===== src/rtl/router_pkg.sv =====
// Shared definitions for the 1x3 router control path: FSM state encoding,
// destination address constants and a small per-port select helper.
package router_pkg;

  // Controller states, 3-bit binary encoding.
  typedef enum logic [2:0] {
    DECODE_ADDRESS     = 3'd0,
    LOAD_FIRST_DATA    = 3'd1,
    LOAD_DATA          = 3'd2,
    WAIT_TILL_EMPTY    = 3'd3,
    CHECK_PARITY_ERROR = 3'd4,
    LOAD_PARITY        = 3'd5,
    FIFO_FULL_STATE    = 3'd6,
    LOAD_AFTER_FULL    = 3'd7
  } router_state_t;

  // Destination addresses carried in header bits [1:0].
  localparam logic [1:0] ADDR_0       = 2'd0;
  localparam logic [1:0] ADDR_1       = 2'd1;
  localparam logic [1:0] ADDR_2       = 2'd2;
  localparam logic [1:0] ADDR_INVALID = 2'd3;

  // Pick the per-destination flag addressed by idx; the invalid address
  // never selects anything.
  function automatic logic port_sel(input logic [1:0] idx,
                                    input logic       f0,
                                    input logic       f1,
                                    input logic       f2);
    logic r;
    case (idx)
      ADDR_0:  r = f0;
      ADDR_1:  r = f1;
      ADDR_2:  r = f2;
      default: r = 1'b0;
    endcase
    return r;
  endfunction

endpackage


===== src/rtl/router_fsm.sv =====
// Router control FSM: decodes the header address, waits for the destination
// FIFO to drain, then sequences the packet register through first-data,
// payload, full-stall, after-full and parity phases. All outputs are a pure
// decode of the state register.
module router_fsm
  import router_pkg::*;
(
  input  logic       clock,
  input  logic       reset,
  input  logic       pkt_valid,
  input  logic [1:0] data_in,
  input  logic       fifo_full,
  input  logic       fifo_empty_0,
  input  logic       fifo_empty_1,
  input  logic       fifo_empty_2,
  input  logic       soft_reset_0,
  input  logic       soft_reset_1,
  input  logic       soft_reset_2,
  input  logic       parity_done,
  input  logic       low_pkt_valid,
  output logic       detect_add,
  output logic       lfd_state,
  output logic       ld_state,
  output logic       laf_state,
  output logic       full_state,
  output logic       rst_int_reg,
  output logic       write_enb_reg,
  output logic       busy
);

  router_state_t r_state;
  router_state_t w_next_state;
  logic [1:0]    r_addr_q;
  logic [1:0]    w_addr_next;
  logic          w_hdr_ok;
  logic          w_hdr_empty;
  logic          w_wait_empty;
  logic          w_soft_rst;

  // A header is accepted only while decoding, with valid data and a real port.
  assign w_hdr_ok     = (r_state == DECODE_ADDRESS) && pkt_valid &&
                        (data_in != ADDR_INVALID);
  // Emptiness of the port named by the incoming header.
  assign w_hdr_empty  = port_sel(data_in, fifo_empty_0, fifo_empty_1, fifo_empty_2);
  // Emptiness of the port already latched for this packet.
  assign w_wait_empty = port_sel(r_addr_q, fifo_empty_0, fifo_empty_1, fifo_empty_2);
  // Timeout reset only counts when it belongs to the packet's own port.
  assign w_soft_rst   = port_sel(r_addr_q, soft_reset_0, soft_reset_1, soft_reset_2);

  // Next-state and address-latch selection.
  always_comb begin
    w_next_state = r_state;
    w_addr_next  = r_addr_q;
    if (w_hdr_ok) begin
      w_addr_next = data_in;
    end else begin
      w_addr_next = r_addr_q;
    end
    if ((r_state != DECODE_ADDRESS) && w_soft_rst) begin
      w_next_state = DECODE_ADDRESS;
    end else begin
      case (r_state)
        DECODE_ADDRESS: begin
          if (w_hdr_ok) begin
            w_next_state = w_hdr_empty ? LOAD_FIRST_DATA : WAIT_TILL_EMPTY;
          end else begin
            w_next_state = DECODE_ADDRESS;
          end
        end
        WAIT_TILL_EMPTY: begin
          if (w_wait_empty) w_next_state = LOAD_FIRST_DATA;
          else              w_next_state = WAIT_TILL_EMPTY;
        end
        LOAD_FIRST_DATA: w_next_state = LOAD_DATA;
        LOAD_DATA: begin
          // A full FIFO outranks the end of the payload.
          if (fifo_full)       w_next_state = FIFO_FULL_STATE;
          else if (!pkt_valid) w_next_state = LOAD_PARITY;
          else                 w_next_state = LOAD_DATA;
        end
        FIFO_FULL_STATE: begin
          if (!fifo_full) w_next_state = LOAD_AFTER_FULL;
          else            w_next_state = FIFO_FULL_STATE;
        end
        LOAD_AFTER_FULL: begin
          if (parity_done)        w_next_state = DECODE_ADDRESS;
          else if (low_pkt_valid) w_next_state = LOAD_PARITY;
          else                    w_next_state = LOAD_DATA;
        end
        LOAD_PARITY: w_next_state = CHECK_PARITY_ERROR;
        CHECK_PARITY_ERROR: begin
          if (fifo_full) w_next_state = FIFO_FULL_STATE;
          else           w_next_state = DECODE_ADDRESS;
        end
        default: w_next_state = DECODE_ADDRESS;
      endcase
    end
  end

  // State and latched destination address, cleared by the async reset.
  always_ff @(posedge clock or negedge reset) begin
    if (!reset) begin
      r_state  <= DECODE_ADDRESS;
      r_addr_q <= ADDR_0;
    end else begin
      r_state  <= w_next_state;
      r_addr_q <= w_addr_next;
    end
  end

  // Moore output decode straight from the state register.
  assign detect_add    = (r_state == DECODE_ADDRESS);
  assign lfd_state     = (r_state == LOAD_FIRST_DATA);
  assign ld_state      = (r_state == LOAD_DATA);
  assign laf_state     = (r_state == LOAD_AFTER_FULL);
  assign full_state    = (r_state == FIFO_FULL_STATE);
  assign rst_int_reg   = (r_state == CHECK_PARITY_ERROR);
  assign write_enb_reg = (r_state == LOAD_DATA) || (r_state == LOAD_PARITY) ||
                         (r_state == LOAD_AFTER_FULL);
  assign busy          = (r_state != DECODE_ADDRESS) && (r_state != LOAD_DATA);

endmodule


===== config.mk =====
export PLATFORM = sky130hd
export DESIGN_NAME = router_fsm
export DESIGN_NICKNAME = d
export VERILOG_FILES = /design/src/rtl/router_pkg.sv /design/src/rtl/router_fsm.sv
export SDC_FILE = /design/constraint.sdc
export NUM_CORES = 1
export LEC_CHECK = 0
export ABC_CLOCK_PERIOD_IN_PS = 1550
export BUFFER_PORTS_ARGS = -buffer_cell sky130_fd_sc_hd__clkbuf_2
export CAP_MARGIN = 20
export CORE_AREA = 2 2 39 41
export CTS_BUF_LIST = sky130_fd_sc_hd__clkbuf_8
export CTS_CLUSTER_DIAMETER = 30
export DETAILED_ROUTE_END_ITERATION = 12
export DIE_AREA = 0 0 41 43
export HOLD_SLACK_MARGIN = 0.05
export PLACE_DENSITY = 0.71
export SLEW_MARGIN = 20
export SYNTH_ARGS = -nofsm -noshare
export SYNTH_HDL_FRONTEND = slang
export SYNTH_SLANG_ARGS = --single-unit

===== constraint.sdc =====
create_clock -name clock -period 1.55 [get_ports clock]
set_input_delay 0.3875 -clock clock [delete_from_list [all_inputs] [get_ports clock]]
set_output_delay 0.3875 -clock clock [all_outputs]
set_load 0.03 [all_outputs]

[Word-level counts from Yosys, hierarchy flattened]
Cells that the tools add are included.
Cells by class
  reduce and logical (&&, ||, !) cells: 10
  muxes and demuxes: 14
  equality and inequality tests: 13
Operator list (count)
  $pmux W3 S8: 1
  $mux W3: 6
  $eq A3 B3 Y1 const B: 4
  $pmux W1 S3: 3
  $eq A3 B2 Y1 const B: 2
  $mux W2: 3
  $eq A2 B1 Y1 const B: 2
  $eq A2 B2 Y1 const B: 2
  $logic_and A1 B1 Y1: 4
  $logic_not A2 Y1: 2
  $eq A3 B1 Y1 const B: 1
  $logic_not A3 Y1: 1
  $ne A3 B2 Y1 const B: 1
  $reduce_bool A3 Y1: 1
  $logic_or A1 B1 Y1: 2
  $ne A2 B2 Y1 const B: 1
  $mux W1: 1
Word-level totals
  input port bits: 14
  register bits: 5

[Logic depth before layout (Yosys ltp)]
Gate-level depths: netlist of the first run.
  word-level depth: 6
  depth in mapped cells: 5
  gate-level depth less buffers: 4

[Least setup slack after synthesis of the first run]
Ideal clock, no wire load.
  kind: register to output
  from: register r_state[0]
  to: output write_enb_reg
  slack: -180 ps
  cell stages (with the launch flop): 4
  path buffers: 0
  arrival: 1342 ps
  cell sequence: dfrtp_1 -> or2b_1 -> nor2_1 -> a21o_1
Between the ends
  longest elaborated chain between the ends: 3
RTL lines
  from (decl): RTL line router_fsm.sv:31  | router_state_t r_state;
  from (signal assigned): RTL line router_fsm.sv:106  | r_state <= w_next_state;
  $eq A3 B2 Y1
  net ld_state: RTL line router_fsm.sv:23  | output logic ld_state,
  $logic_or A1 B1 Y1 (2 in a row): RTL line router_fsm.sv:118  | assign write_enb_reg = (r_state == LOAD_DATA) || (r_state == LOAD_PARITY) ||
  to (decl): RTL line router_fsm.sv:27  | output logic write_enb_reg,
The timed path passes the listed nets, and every way through them passes these cells.

[Worst setup path after layout of the first run]
  from: register r_state[0]
  to: output busy
Between the ends
  longest elaborated chain between the ends: 2
RTL lines
  $ne A3 B2 Y1 / $reduce_bool A3 Y1 (equally long branches): RTL line router_fsm.sv:120  | assign busy = (r_state != DECODE_ADDRESS) && (r_state != LOAD_DATA);
  $logic_and A1 B1 Y1 *: RTL line router_fsm.sv:120
  to (decl): RTL line router_fsm.sv:28  | output logic busy
Every way passes the cells marked *; elsewhere a longest branch is shown, timed or not.

==> implementation parameters, run 1 <==
Parameter                              Value

Power and ir drop
  Part of the total power dissipated in the clock network ... a little over an eighth
  Internal Pwr Total ... ~0.00099 W
  Switching Share ... 41.9%
  Static Leak ... a little under 0.4 nW
  Power spent charging and discharging nets ... 0.000716 W
  Comb pwr share ... slightly above 70%
  Sequential Power Share ... between 10% and 20%
  Ratio of total power to cell area ... ~2100 nW/um2
  Largest voltage drop on the vdd net ... roughly 0.88 mV

Clock network
  Skew-Pair Late Insertion Delay ... roughly 210 ps
  Deepest level of the CTS H-tree ... 1
  CTS Buf Count ... 3
  Total clock sinks ... 5
  CTS tree ... yes
  Clk slew on worst S/H paths ... ~30 ps
  Master cell of the clock root buffer ... clkbuf_8
  Worst-case clock buffer depth ... 2

Finish
  Fraction of final layout cells sized beyond drive strength 1 ... a little over half
  Total area of sequential cells ... between 100 and 150 um2
  # diodes ... 0
  Core occupancy in the finished layout ... between 50% and 60%
  FILL cells ... between 100 and 150
  Area used by multi-input combinational logic ... around 320 um2
  NumNets Final ... between 100 and 150
  Filler-free cell count of the finished design ... ~110
  Syn-to-layout area delta ... 79.9%

Global routing
  Via count of the first global-routing pass ... ~500
  Largest net degree at the start of global routing ... 15
  Final global-route overflow total ... 0
  Wire length of the first global-routing pass ... about 2.0 mm
  Aggregate global-route resource usage ... between 10% and 20%
  Number of antenna violations at the first check in global routing ... 0

Timing
  Final Max Tran Viols ... 0
  Time the final worst path needs with I/O delays and setup ... 1640 ps
  Tightest Pin Transition ... ~310 ps
  Final total negative setup slack ... -340 ps
  Portion of the clock cycle consumed by the worst path in the final layout ... 106%
  Relative slew margins ... about four fifths
  Final hold violation count ... 0
  Smallest setup slack after layout ... -87.9 ps
  Fmax ... 611 MHz
  Unrepaired setup endpoints after global routing ... true
  Count of final setup violators ... 5
  Clock skew ... 0.418 ps

Route
  DRC marker count from the first detailed-route iteration ... 9
  Count of antenna-violating nets left after detailed routing ... 0
  Number of vias per cell ... approximately 5.0
  Wire length per cell ... 12.7 um
  Post-Route WL ... about 1.3 mm
  Remaining DRCs ... 0
  Pre-Repair DR Iteration Count ... 4
  Routed via count ... around 530

Yosys
  Per-instance average area after synthesis ... slightly above 8 um2
  Warnings from Yosys ... 0
  Netlist cell types ... 31
  Most used flip-flop cell after synthesis ... dfrtp_1
  Post-synth design cell area ... around 450 um2
  Share of the synthesized area in the top cell type ... ~28%
  Post-synth EDFFs ... 0
  Post-synth top area cell ... dfrtp_1
  Synth top area cells ... dfrtp_1 28%, nor2_1 7.5%, buf_6 5.0%
  Syn_nets ... 68
  Async SR Flop Fraction ... between 90% and 100%
  Number of storage elements in the synthesis netlist ... 5
  Cell count after synthesis ... 54
  Sequential share of the synthesized area ... 27.9%

Worst setup path
  Class of the most critical setup path ... flip-flop to primary output
  Worst Path Arrival ... 1250 ps
  List of cells traversed by the critical path ... buf_4 -> or2_2 -> clkbuf_8
  Critical path capture point type ... primary output
  Highest fanout seen on the critical path ... 6
  Required time worst endpoint ... about 1200 ps
  CP max stage delay ... 390 ps
  Startpoint Class ... flip-flop
  R2R setup slack ... 60 ps
  Max stage delay cell, worst path ... dfrtp_1

Floorplanning
  Placeable Area ... 1380 um2
  I/O pin cnt ... 22
  Die Y-Extent ... between 40 and 50 um
  Floorplan die area ... between 1500 and 2000 um2
  Total number of placement rows ... 14
  Floorplan die width ... around 40 um
  Starting density of the core ... between 30% and 40%

Outcome
  Outcome ... finished, violations left
  Failing checks ... negative setup slack

Place
  Dpl hpwl ... around 900 um
  Cells after DPL ... 92
  Final RePlAce weighted congestion ... around 0.76
  Buffers on Ports ... 21

Flow run
  # Max-Cap Violations ... 0

Min path
  Hold crit path type ... input port to flip-flop
## critical path: cells and delay by family, from the launching register on
family        cells  cell delay [ps]
buf+inv           2              340
flops             1              390
simple gates      1              300
## layer usage
layer | part of all wire (%) | GRT usage (%)
met4 | 1.2 | 4.00
met1 | 40 | 19.4
met3 | 3.3 | 4.71
met2 | 55 | 26.6
met5 | 0 | 0
## synth_stat cells (all sizes together) (2+ instances only)
cell type and count:
nand2 2, dfrtp 5, o22a 2, mux2i 2, a21oi 2, nand2b 3, o22ai 2, a21o 2
a31oi 2, buf 3, nor3 4, nor2 9
## power groups by stage
| stage | registers, W | clock network, W | logic, W |
|---|---|---|---|
| floorplan | 0.000238 | 0 | 0.000654 |
| finish | 0.000258 | 0.000227 | 0.00122 |
| CTS | 0.000284 | 0.000237 | 0.00104 |
| detailed placement | 0.000287 | 0 | 0.000814 |
| global placement | 0.000286 | 0 | 0.000797 |
| global route | 0.000267 | 0.000242 | 0.00131 |
## cell type report
class                   count  share of cell area, %
flip-flops and latches      5                   15.6
inverters                   1                  0.464
well taps                  16                   2.48
clock buffers               3                   5.11
repair buffers             34                   35.9
clock inverters             1                  0.464
multi-input cells          45                   39.9
## registers in the layout (all words and copies together) (netlist names)
register and cells:
r_state 3, r_addr_q 2
## layout by cell type (no fill, tap or decap), types with 2 or more instances in the layout
cell	netlist	final
buf_4	0	8
a21oi_1	2	2
buf_6	2	4
o22ai_1	2	2
nand2_1	2	2
a21o_1	2	2
a31oi_1	2	2
dfrtp_1	5	4
clkbuf_2	0	13
buf_8	0	2
nor2_1	9	8
mux2i_1	2	2
nor3_1	3	2
clkbuf_8	0	7
nand2b_1	3	3
## cell families after synthesis
kind of cell	after synthesis	synth area share (%)
simple gates	26	31.5
compound gates	15	24.8
flops	5	27.9
buf+inv	4	6.96
mux	3	6.96
xor+xnor	1	1.95
## path summary, 6_finish.rpt
check / depth (start not counted) / from / to
min in group asynchronous: 2 / reset / r_state[1]
worst min register to register: 1 / r_addr_q[0] / r_addr_q[0]
worst min-delay path: 2 / data_in[0] / r_addr_q[0]
worst max-delay path: 3 / r_state[0] / busy
max in group asynchronous: 2 / reset / r_state[2]
worst max register to register: 5 / r_state[2] / r_state[1]
## stage by stage
step / hold WS, ps / setup slack (ps) / instance area (um2) / total power (W)
4_1_cts: 478 / -77.0 / 747 / 0.00156
5_1_grt: 494 / -126 / 808 / 0.00182
6_report: 483 / -87.9 / 808 / 0.00171
2_1_floorplan: 91.9 / -27.6 / 462 / 0.000892
3_5_place_dp: 211 / 59.3 / 589 / 0.00110
3_3_place_gp: 208 / 97.6 / 589 / 0.00108
## what timing repair did
item / CTS / global route
hold buffers: 1 / 0
gates resized for setup: 18 / 9
pin swaps: 1 / 1
setup buffers: 4 / 4
endpoints found under the setup margin: 8 / 8
endpoints found under the hold margin: 5 / 0
Power figures use the tool's default switching activity.
==> run 2: changes to the inputs <==
==> constraint.sdc (replaced) <==
create_clock -name clock -period 1.55 [get_ports clock]
set_input_delay 0.3875 -clock clock [delete_from_list [all_inputs] [get_ports clock]]
set_output_delay 0.3875 -clock clock [all_outputs]
set_load 0.02 [all_outputs]
==> run 2 against run 1 <==
Against the previous run:
- the flow still finishes with violations (negative setup slack)
- sequential share of layout area is 2.8 points higher
- design area is 15% lower
- final cell count is 6.7% lower
- critical endpoint is now write_enb_reg
- highest routed layer is now met3
==> implementation parameters, run 2 (synthesis gave the netlist of run 1 again) <==
Parameter                              Value

Floorplanning
  Floorplan die area ... 1760 um2 (unchanged)
  Die Y-Extent ... 43 um (unchanged)
  Starting density of the core ... 32.5% (unchanged)
  Floorplan die width ... 41 um (unchanged)
  Placeable Area ... 1380 um2 (unchanged)
  I/O pin cnt ... 22 (unchanged)
  Total number of placement rows ... 14 (unchanged)

Power and ir drop
  Static Leak ... 0.346 nW (-12%)
  Part of the total power dissipated in the clock network ... 16.7% (+3.4 points)
  Switching Share ... 42.4% (+0.44 points)
  Largest voltage drop on the vdd net ... 0.719 mV (-19%)
  Comb pwr share ... 62.5% (-9.1 points)
  Power spent charging and discharging nets ... 0.000580 W (-19%)
  Sequential Power Share ... 20.8% (+5.7 points)
  Ratio of total power to cell area ... 1990 nW/um2 (-5.5%)
  Internal Pwr Total ... 0.000788 W (-20%)

Finish
  Area used by multi-input combinational logic ... 312 um2 (-3.5%)
  Leading cell types in the layout, fill and taps excluded ... 14 x clkbuf_2, 8 x nor2_1, 7 x buf_4
  Fraction of final layout cells sized beyond drive strength 1 ... 46.3% (-6.5 points)
  Most flop-heavy register ... r_state
  Largest registers ... r_state x3, r_addr_q x2
  Total area of sequential cells ... 126 um2 (unchanged)
  Most frequent standard cell in the layout excluding fill and tap cells ... clkbuf_2
  Filler-free cell count of the finished design ... 98 (-6.7%)
  FILL cells ... 133 (+4.7%)
  NumNets Final ... 97 (-6.7%)
  # diodes ... 0 (unchanged)
  Syn-to-layout area delta ... 52.6%
  Number of flip-flops in the largest register ... 3 (unchanged)

Route
  Routed via count ... 507 (-3.4%)
  Pre-Repair DR Iteration Count ... 4 (unchanged)
  Post-Route WL ... 1.14 mm (-14%)
  DRC marker count from the first detailed-route iteration ... 13 (+4)
  Remaining DRCs ... 0 (unchanged)
  Count of antenna-violating nets left after detailed routing ... 0 (unchanged)
  Number of vias per cell ... 5.17 (+3.5%)
  Wire length per cell ... 11.6 um (-8.4%)

Clock network
  Deepest level of the CTS H-tree ... 1 (unchanged)
  Worst-case clock buffer depth ... 2 (unchanged)
  Clk slew on worst S/H paths ... 30 ps (about the same)
  CTS Buf Count ... 3 (unchanged)
  Master cell of the clock root buffer ... clkbuf_8
  CTS tree ... yes
  Total clock sinks ... 5 (unchanged)
  Skew-Pair Late Insertion Delay ... 220 ps (about the same)

Outcome
  Failing checks ... negative setup slack
  Outcome ... finished, violations left

Global routing
  Wire length of the first global-routing pass ... 1.76 mm (-11%)
  Final global-route overflow total ... 0 (unchanged)
  Number of antenna violations at the first check in global routing ... 0 (unchanged)
  Via count of the first global-routing pass ... 457 (-9.3%)
  Largest net degree at the start of global routing ... 15 (unchanged)
  Aggregate global-route resource usage ... 14.5% (-1.5 points)

Timing
  Smallest setup slack after layout ... -63.4 ps (+24.5 ps)
  Fmax ... 620 MHz (+1.5%)
  Tightest Pin Transition ... 275 ps (-34.5 ps)
  Portion of the clock cycle consumed by the worst path in the final layout ... 104% (-1.6 points)
  Minimum hold slack ... 475 ps (-7.78 ps)
  Clock skew ... 1.48 ps (+1.06 ps)
  Relative slew margins ... 81.6% (+2.4 points)
  Count of final setup violators ... 3 (-2)
  Time the final worst path needs with I/O delays and setup ... 1610 ps (-24.5 ps)
  Final Max Tran Viols ... 0 (unchanged)
  Unrepaired setup endpoints after global routing ... true
  Final hold violation count ... 0 (unchanged)

Worst setup path
  Class of the most critical setup path ... flip-flop to primary output
  List of cells traversed by the critical path ... or2b_1 -> nor2_2 -> a21o_1 -> clkbuf_8
  Critical path capture point type ... primary output
  Launch instance of the worst register-to-register path ... r_state[2]
  Worst setup startpoint ... r_state[0]
  R2R cell count ... 4 (-1)
  Critical path depth in cells ... 4 (+1)
  CP Buf/Inv Count ... 1 (-1)
  Worst Path Arrival ... 1230 ps (-20 ps)
  End point of the critical path ... write_enb_reg
  End of the worst register-to-register path ... r_state[0]
  Crit path max-delay family ... simple AND/OR/NAND/NOR gates
  R2R setup slack ... 140 ps (+80 ps)
  Startpoint Class ... flip-flop
  Highest fanout seen on the critical path ... 3 (-3)
  Required time worst endpoint ... 1160 ps (about the same)
  Max stage delay cell, worst path ... dfrtp_1
  CP max stage delay ... 380 ps (about the same)

Place
  Final RePlAce weighted congestion ... 0.659 (-14%)
  Dpl hpwl ... 840 um (-6.2%)
  Cells after DPL ... 90 (-2.2%)
  Buffers on Ports ... 21 (unchanged)

Flow run
  # Max-Cap Violations ... 0 (unchanged)

Min path
  Hold crit path type ... input port to flip-flop
run 2: power groups by stage:
stage / logic, W / clock network (W) / registers (W)
floorplan: 0.000570 / 0 / 0.000238
global placement: 0.000682 / 0 / 0.000277
detailed placement: 0.000693 / 0 / 0.000280
CTS: 0.000764 / 0.000237 / 0.000282
global route: 0.000933 / 0.000243 / 0.000296
finish: 0.000855 / 0.000228 / 0.000285
run 2: layer usage:
layer	global-route usage [%]	up-vias	part of all wire (%)
li1	-	255	-
met1	16.1	233	41
met2	24.1	19	54
met3	3.14	0	4.9
met4	8.00	0	0
met5	0	-	0
run 2: metrics by stage:
stage | cell area, um2 | total power, W | setup slack [ps] | TNS [ps] | utilization (%)
finish | 686 | 0.00137 | -63.4 | -84.5 | 49.5
global route | 686 | 0.00147 | -118 | -317 | 49.5
CTS | 646 | 0.00128 | -58.1 | -163 | 46.7
detailed placement | 562 | 0.000972 | 83.1 | 0 | 40.6
global placement | 562 | 0.000959 | 76.2 | 0 | 40.6
floorplan | 449 | 0.000809 | 11.3 | 0 | -
run 2: worst min-delay path by stage:
stage                     startpoint     endpoint  slack (ps)  cells after the start
after floorplan                reset  r_addr_q[0]          90                      0
after global placement         reset  r_addr_q[1]         210                      1
after detailed placement       reset  r_addr_q[1]         210                      1
after CTS                 data_in[0]  r_addr_q[0]         470                      2
after global routing      data_in[1]  r_addr_q[1]         500                      2
final                     data_in[0]  r_addr_q[0]         470                      2
run 2: area by class of cell:
cell class	count	share of cell area [%]
inverter	1	0.547
sequential	5	18.4
tap	16	2.92
clock buffer	3	6.02
multi-input combinational	45	45.4
clock inverter	1	0.547
timing repair buffer	27	26.1
run 2: what timing repair did:
action                                 in CTS  in global routing
hold buffers                                1                  0
resized for setup                           5                 14
setup endpoints to repair                   8                  6
buffers inserted                            1                  2
pin swaps                                   0                  1
endpoints found under the hold margin       5                  0
